### config.mk
export PLATFORM = sky130hd
export DESIGN_NAME = clk_gen_trim_flat
export DESIGN_NICKNAME = d
export VERILOG_FILES = /design/src/rtl/clk_gen_trim_if.sv /design/src/rtl/clk_gen_trim.sv /design/src/flat_wrapper.sv
export SDC_FILE = /design/constraint.sdc
export NUM_CORES = 1
export LEC_CHECK = 0
export BUFFER_PORTS_ARGS = -buffer_cell sky130_fd_sc_hd__buf_2
export CAP_MARGIN = 25
export CORE_MARGIN = 4
export CORE_UTILIZATION = 50
export CTS_BUF_LIST = sky130_fd_sc_hd__clkbuf_2 sky130_fd_sc_hd__clkbuf_4 sky130_fd_sc_hd__clkbuf_8
export DETAILED_ROUTE_END_ITERATION = 8
export GPL_TIMING_DRIVEN = 1
export PLACE_DENSITY = 0.7
export RECOVER_POWER = 25
export SYNTH_ARGS = -nofsm -noshare
export SYNTH_HDL_FRONTEND = slang
export SYNTH_SLANG_ARGS = --single-unit
export TNS_END_PERCENT = 30
### constraint.sdc
create_clock -name i_clk -period 3 [get_ports i_clk]
set_clock_uncertainty 0.1 [all_clocks]
set_input_delay 0.75 -clock i_clk [delete_from_list [all_inputs] [get_ports i_clk]]
set_output_delay 0.75 -clock i_clk [all_outputs]
set_load 0.01 [all_outputs]
### src/rtl/clk_gen_trim_if.sv
// rtl/clk_gen_trim_if.sv - refclk/trim/clear inputs and strobe outputs of clk_gen_trim
interface clk_gen_trim_if #(
  parameter int TRIM_WIDTH = 8
);
  logic                  i_refclk;
  logic [TRIM_WIDTH-1:0] i_trim;
  logic                  i_clear;
  logic                  o_1hz_stb;
  logic                  o_slow_set_stb;
  logic                  o_fast_set_stb;
  logic [TRIM_WIDTH-1:0] o_trim_active;

  modport master (
    output i_refclk, i_trim, i_clear,
    input  o_1hz_stb, o_slow_set_stb, o_fast_set_stb, o_trim_active
  );

  modport slave (
    input  i_refclk, i_trim, i_clear,
    output o_1hz_stb, o_slow_set_stb, o_fast_set_stb, o_trim_active
  );
endinterface

### src/rtl/clk_gen_trim.sv
// rtl/clk_gen_trim.sv - trimmable refclk divider producing 1 Hz, slow and fast set strobes
// Define CLK_GEN_TRIM_SYNC_EN to pass i_refclk through a SYNC_STAGES-deep synchroniser.
module clk_gen_trim #(
  parameter int DIV_WIDTH   = 15,
  parameter int TRIM_WIDTH  = 8,
  parameter int SLOW_SHIFT  = 1,
  parameter int FAST_SHIFT  = 3,
  parameter int SYNC_STAGES = 2
) (
  input logic           i_clk,
  input logic           i_reset_n,
  clk_gen_trim_if.slave bus
);
  localparam int CW = DIV_WIDTH + 1;
  localparam int PW = ((CW > TRIM_WIDTH) ? CW : TRIM_WIDTH) + 1;

  logic                  ref_sync;
  logic                  ref_stb;
  logic                  ref_prev_q, ref_prev_d;
  logic [CW-1:0]         cnt_q, cnt_d;
  logic [CW-1:0]         nxt;
  logic [PW-1:0]         period;
  logic [TRIM_WIDTH-1:0] trim_active_q, trim_active_d;
  logic                  stb_1hz_q, stb_1hz_d;
  logic                  slow_stb_q, slow_stb_d;
  logic                  fast_stb_q, fast_stb_d;

`ifdef CLK_GEN_TRIM_SYNC_EN
  logic [SYNC_STAGES-1:0] sync_q, sync_d;

  always_comb begin
    sync_d = {sync_q[SYNC_STAGES-2:0], bus.i_refclk};
  end

  always_ff @(posedge i_clk) begin
    if (!i_reset_n) begin
      sync_q <= '0;
    end else begin
      sync_q <= sync_d;
    end
  end

  assign ref_sync = sync_q[SYNC_STAGES-1];
`else
  logic unused_sync_stages;
  assign unused_sync_stages = (SYNC_STAGES > 0);
  assign ref_sync = bus.i_refclk;
`endif

  always_comb begin
    ref_prev_d    = ref_sync;
    ref_stb       = ref_sync & ~ref_prev_q;
    nxt           = cnt_q + CW'(1);
    // Trim is sign-extended into a width that holds 2^DIV_WIDTH plus any legal trim
    period        = (PW'(1) << DIV_WIDTH)
                  + {{(PW-TRIM_WIDTH){trim_active_q[TRIM_WIDTH-1]}}, trim_active_q};
    cnt_d         = cnt_q;
    trim_active_d = trim_active_q;
    stb_1hz_d     = 1'b0;
    slow_stb_d    = 1'b0;
    fast_stb_d    = 1'b0;
    if (bus.i_clear) begin
      cnt_d         = '0;
      trim_active_d = bus.i_trim;
    end else if (ref_stb && ({{(PW-CW){1'b0}}, nxt} == period)) begin
      cnt_d         = '0;
      trim_active_d = bus.i_trim;
      stb_1hz_d     = 1'b1;
      slow_stb_d    = 1'b1;
      fast_stb_d    = 1'b1;
    end else if (ref_stb) begin
      cnt_d      = nxt;
      fast_stb_d = (nxt[DIV_WIDTH-FAST_SHIFT-1:0] == '0);
      slow_stb_d = (nxt[DIV_WIDTH-SLOW_SHIFT-1:0] == '0);
    end
  end

  always_ff @(posedge i_clk) begin
    if (!i_reset_n) begin
      ref_prev_q    <= 1'b0;
      cnt_q         <= '0;
      trim_active_q <= '0;
      stb_1hz_q     <= 1'b0;
      slow_stb_q    <= 1'b0;
      fast_stb_q    <= 1'b0;
    end else begin
      ref_prev_q    <= ref_prev_d;
      cnt_q         <= cnt_d;
      trim_active_q <= trim_active_d;
      stb_1hz_q     <= stb_1hz_d;
      slow_stb_q    <= slow_stb_d;
      fast_stb_q    <= fast_stb_d;
    end
  end

  assign bus.o_1hz_stb      = stb_1hz_q;
  assign bus.o_slow_set_stb = slow_stb_q;
  assign bus.o_fast_set_stb = fast_stb_q;
  assign bus.o_trim_active  = trim_active_q;
endmodule

### src/flat_wrapper.sv
// flat-port wrapper written by rule: the top's interface ports become plain ports
module clk_gen_trim_flat 
#(
  parameter int DIV_WIDTH   = 15,
  parameter int TRIM_WIDTH  = 8,
  parameter int SLOW_SHIFT  = 1,
  parameter int FAST_SHIFT  = 3,
  parameter int SYNC_STAGES = 2
)
  (i_clk, i_reset_n, bus_i_refclk, bus_i_trim, bus_i_clear, bus_o_1hz_stb, bus_o_slow_set_stb, bus_o_fast_set_stb, bus_o_trim_active);
  clk_gen_trim_if #(.TRIM_WIDTH(TRIM_WIDTH)) bus_i ();
  input logic i_clk;
  input logic i_reset_n;
  input wire logic [$bits(bus_i.i_refclk)-1:0] bus_i_refclk;
  input wire logic [$bits(bus_i.i_trim)-1:0] bus_i_trim;
  input wire logic [$bits(bus_i.i_clear)-1:0] bus_i_clear;
  output wire logic [$bits(bus_i.o_1hz_stb)-1:0] bus_o_1hz_stb;
  output wire logic [$bits(bus_i.o_slow_set_stb)-1:0] bus_o_slow_set_stb;
  output wire logic [$bits(bus_i.o_fast_set_stb)-1:0] bus_o_fast_set_stb;
  output wire logic [$bits(bus_i.o_trim_active)-1:0] bus_o_trim_active;
  assign bus_i.i_refclk = bus_i_refclk;
  assign bus_i.i_trim = bus_i_trim;
  assign bus_i.i_clear = bus_i_clear;
  assign bus_o_1hz_stb = bus_i.o_1hz_stb;
  assign bus_o_slow_set_stb = bus_i.o_slow_set_stb;
  assign bus_o_fast_set_stb = bus_i.o_fast_set_stb;
  assign bus_o_trim_active = bus_i.o_trim_active;
  clk_gen_trim #(.DIV_WIDTH(DIV_WIDTH), .TRIM_WIDTH(TRIM_WIDTH), .SLOW_SHIFT(SLOW_SHIFT), .FAST_SHIFT(FAST_SHIFT), .SYNC_STAGES(SYNC_STAGES)) u_core (.i_clk(i_clk), .i_reset_n(i_reset_n), .bus(bus_i));
endmodule
Yosys cells after proc, flatten, opt, wreduce, memory -nomap -nowiden
Cells that the tools add are included.
Storage, ports and cells
  register bits: 28
  bits of input ports: 12
  output and inout port bits: 11
  word-level logic and storage cells: 25
Cells by class
  add/sub/neg operators: 2
  equality and inequality tests: 1
  mux-type cells: 7
  bitwise operators: 3
  reduce and logical (&&, ||, !) cells: 6
Operator list (count)
  16-bit by 17-bit adder with 17-bit output, first input constant: 1
  16-bit by 17-bit equality test with 1-bit output: 1
  16-bit by 1-bit adder with 16-bit output, second input constant: 1
  8-bit 2-to-1 mux: 2
  14-bit logical NOT: 1
  12-bit logical NOT: 1
  1-bit 2-to-1 mux: 5
  3-bit OR reduction: 1
  1-bit inverter: 2
  2-bit nonzero test: 1
  2-bit OR reduction: 1
  1-bit AND: 1
  1-bit logical AND: 1

Logic depth before layout (Yosys ltp)
  word-level depth: 5
  gate-level depth with buffers: 10
  mapped depth without buffers: 8

Worst setup path before layout
Ideal clock, no wire load.
  path kind: reg2reg
  start point: reg u_core.cnt_q[1]
  end point: reg u_core.trim_active_q[3], in the netlist u_core.bus.o_trim_active[3]
  setup time: 0.117 ns
  arrival: 2.271 ns
  data required time: 2.783 ns
  slack: 0.512 ns
  cell stages (with the launch flop): 10
  buffers on the path: 1
  period minus slack after synthesis: 2.488 ns
  cell sequence: dfxtp_1 -> ha_1 -> nand3_2 -> or4b_1 -> a21oi_1 -> a21oi_1 -> o41ai_4 -> a21bo_4 -> buf_6 -> o2bb2ai_1
Between the ends
  word-level cells in the longest chain between the ends: 4
RTL lines
  start, declared: RTL line clk_gen_trim.sv:20  | logic [CW-1:0] cnt_q, cnt_d;
  start signal, assigned: RTL line clk_gen_trim.sv:88  | cnt_q <= cnt_d;
  16-bit by 1-bit adder with 16-bit output: RTL line clk_gen_trim.sv:53  | nxt = cnt_q + CW'(1);
  16-bit by 17-bit equality test with 1-bit output: RTL line clk_gen_trim.sv:65  | end else if (ref_stb && ({{(PW-CW){1'b0}}, nxt} == period)) begin
  1-bit logical AND: RTL line clk_gen_trim.sv:65
  2-bit nonzero test (no source line)
  end signal, assigned: RTL line clk_gen_trim.sv:89  | trim_active_q <= trim_active_d;
  end, declared: RTL line clk_gen_trim.sv:23  | logic [TRIM_WIDTH-1:0] trim_active_q, trim_active_d;
Every way passes these cells.
A chain may end at the register's enable or synchronous reset.

Worst setup path after layout
  start point: reg u_core.cnt_q[1]
  end point: reg u_core.trim_active_q[1], in the netlist u_core.bus.o_trim_active[1]
Same word-level chain as after synthesis.

==> flow_metrics.tcl <==
set metrics [dict create \
    cts_resized 0 \
    via_per_inst 5.737 \
    grt_pass1_wl_mm 6.044 \
    outcome "completed" \
    gp_congestion 0.9269 \
    setup_tns_ns 0 \
    fin_nets 225 \
    seqPwrFrac_pct 61.3 \
    die_x_microns 65.61 \
    rr_endpoint "u_core.bus.o_trim_active[1]" \
    dr.first_iter.drc_count 117 \
    path_max_fanout 8 \
    hp-class "flip-flop to flip-flop" \
    yosysSeqAreaShare_pct 33.79 \
    grt_antenna_before_repair 0 \
    drv_slew 0 \
    place_ws_ns 0.1636 \
    max_freq_ghz 0.3643 \
    boundaryPins 23 \
    synthArstFlopShare_pct 0 \
    cts_tree "built" \
    cts-root-buf "clkbuf_4" \
    power_density_nw_per_um2 350.9 \
    p_leak_nw 0.6509 \
    antenna_left 0 \
    num_rows 20 \
    start_util_pct 53.47 \
    tightest_slew_ns 0.4890 \
    hpwl_mm 2.605 \
    htree_levels 1 \
    power_switching_mw 0.1503 \
    antenna_cells 0 \
    vdd.ir_drop.worst_mv 0.2333 \
    cp-startpoint "u_core.cnt_q[1]" \
    worst_setup_path_end_kind "flip-flop" \
    holdPathStages 2 \
    postRouteWirelength_mm 3.648 \
    die_area_sq_um 4304 \
    first_pass_iters 4 \
    finalHoldViolCount 0 \
    numCtsBuffers 3 \
    via_count 1463 \
    grt_pass1_vias 1356 \
    clock_power_share_pct 28.9 \
    synth_edf_count 0 \
    fin_crit_ns 2.745 \
    worstReg2RegStart "u_core.cnt_q[1]" \
    insertion_delay_ns 0.33 \
    drcViolationCount 0 \
    rsz0062_at_grt "no" \
    syn_area_sq_um 1659 \
    clkSlewWorstSetupHoldPaths_ns 0.14 \
    clkSinkCount 28 \
    hold_end "u_core.bus.o_trim_active[6]" \
    grt_start_max_net_pins 24 \
    max_cap_viol_count 0 \
    post_cts_buffers 0 \
    min_period_over_period_pct 91.50 \
    grtUsageTotal_pct 17.67 \
    num-fill-cells 301 \
    synth_seq_cells 28 \
    cts_hold_buffers 0 \
    hold_start "u_core.bus.o_trim_active[6]" \
    p_comb_share_pct 9.8 \
    slew_headroom_pct 66.56 \
    dieHeight_microns 65.61 \
    p_int_mw 0.4837 \
    syn2layout_area_growth_pct 8.899 \
    wl_per_cell_microns 14.31 \
    syn_nets 207 \
    postLayoutCoreUtil_pct 58.23 \
    synthFlopType "dfxtp_1" \
    yosys_warnings 0 \
    p_sw_share_pct 23.70 \
    grt.overflow.total 0 \
    avgSynthCellArea_sq_um 8.552 \
    clock_path_buffers 2 \
    p_total_mw 0.6339 \
    reg2reg_slack_ns 0.25 \
    portBuffers 22 \
    coreArea_sq_um 3103 \
    worst_r2r_path_depth 8 \
    synthCells 194 \
    drive_gt1_share_pct 14.22 \
    required_ns 3.17 \
    cp-start-kind "flip-flop" \
    critPathArrivalTime_ns 2.92 \
    yosysUniqueCellTypes 44 \
    worst_slack_ns 0.2549 \
    crit_type "flip-flop to flip-flop" \
    setup_viol 0 \
]
layer usage:
metal | track usage, % | wire length [microns]
met5 | 0 | 0
met4 | 5.440 | 38
met3 | 4.957 | 237
met2 | 30.34 | 1831
met1 | 21.23 | 1541
worst max-delay path by stage:
| stage | to | depth (start not counted) |
|---|---|---|
| after global routing | u_core.bus.o_trim_active[2] | 8 |
| after detailed placement | u_core.bus.o_trim_active[3] | 8 |
| final | u_core.bus.o_trim_active[1] | 8 |
| after CTS | u_core.bus.o_trim_active[3] | 8 |
| after floorplan | u_core.bus.o_trim_active[3] | 9 |
| after global placement | u_core.bus.o_trim_active[1] | 8 |
sequential cells by signal, indices dropped and copies added, names as in the netlist:
signal,count
u_core.bus.o_fast_set_stb,1
u_core.bus.o_1hz_stb,1
u_core.bus.o_trim_active,8
u_core.bus.o_slow_set_stb,1
u_core.cnt_q,16
u_core.ref_prev_q,1
critical path: stages (launching register included):
cell and delay [ns]:
dfxtp_2 0.43, ha_1 0.30, nand3_2 0.18, or4b_1 0.59, a21oi_1 0.14, a21oi_1 0.09
o41ai_4 0.43, a31o_2 0.31, o2bb2ai_1 0.13
kinds of logic (layout without fill, tap and decap cells):
kind of cell / count (synthesis) / count (layout) / synth area share (%)
DFF: 28 / 28 / 33.79
adders and majority gates: 1 / 1 / 0.7540
AOI/OAI and AO/OA: 31 / 32 / 15.61
muxes: 1 / 1 / 0.6033
xor gates and xnor gates: 28 / 28 / 14.78
and+or+nand+nor: 81 / 81 / 27.00
buffers and inverters: 24 / 40 / 7.466
cells in the final DEF (no fill, tap or decap), drive strengths merged, types with 2 or more instances in the layout:
cell | synthesis | routed
o41ai | 2 | 2
a21bo | 1 | 2
o211ai | 3 | 3
nor3 | 5 | 5
nand4 | 8 | 8
nand3 | 9 | 9
and2 | 4 | 4
clkbuf | 3 | 13
xnor2 | 16 | 16
nand4b | 2 | 2
a21oi | 6 | 6
o2bb2ai | 7 | 7
xor2 | 12 | 12
nor4 | 4 | 4
buf | 10 | 16
dfxtp | 28 | 28
and3 | 8 | 8
nor2b | 3 | 3
nor2 | 23 | 23
nand2 | 8 | 8
inv | 11 | 11
a31oi | 4 | 4
or3 | 2 | 2
power groups by stage:
stage	clock, mW	combinational [mW]	sequential [mW]
after floorplan	0	0.0376	0.398
after global placement	0	0.0604	0.396
after detailed placement	0	0.0611	0.397
after CTS	0.191	0.0613	0.389
after global routing	0.204	0.0701	0.390
final	0.183	0.0624	0.389
cell usage after synthesis, types with 5 or more instances:
cell type / number / area (sq um)
dfxtp_1: 28 / 560.5
nor3_1: 5 / 25.02
o2bb2ai_1: 7 / 61.31
and3_1: 8 / 50.05
a21oi_1: 6 / 30.03
buf_2: 5 / 25.02
inv_1: 11 / 41.29
xnor2_1: 16 / 140.1
nand2_1: 8 / 30.03
nand4_1: 6 / 37.54
xor2_1: 12 / 105.1
nand3_1: 7 / 35.03
nor2_1: 23 / 86.33
cell type report:
cell class              instances  area, sq um  area share (%)
clock buffers                   4        36.28           2.008
inverters                      11        41.29           2.285
multi-input cells             143        991.0           54.85
flip-flops and latches         28        561.8           31.09
well taps                      44        55.05           3.047
repair buffers                 25        121.4           6.717
per-stage QoR:
step                      area, sq um  instances  hold slack (ns)
after floorplan                  1659        194           0.3891
after global placement           1764        250           0.3591
after detailed placement         1764        250           0.3686
after CTS                        1800        254           0.3904
after global routing             1807        255           0.4153
final                            1807        255           0.3867
Note: power is estimated with default switching activity, not from simulation.
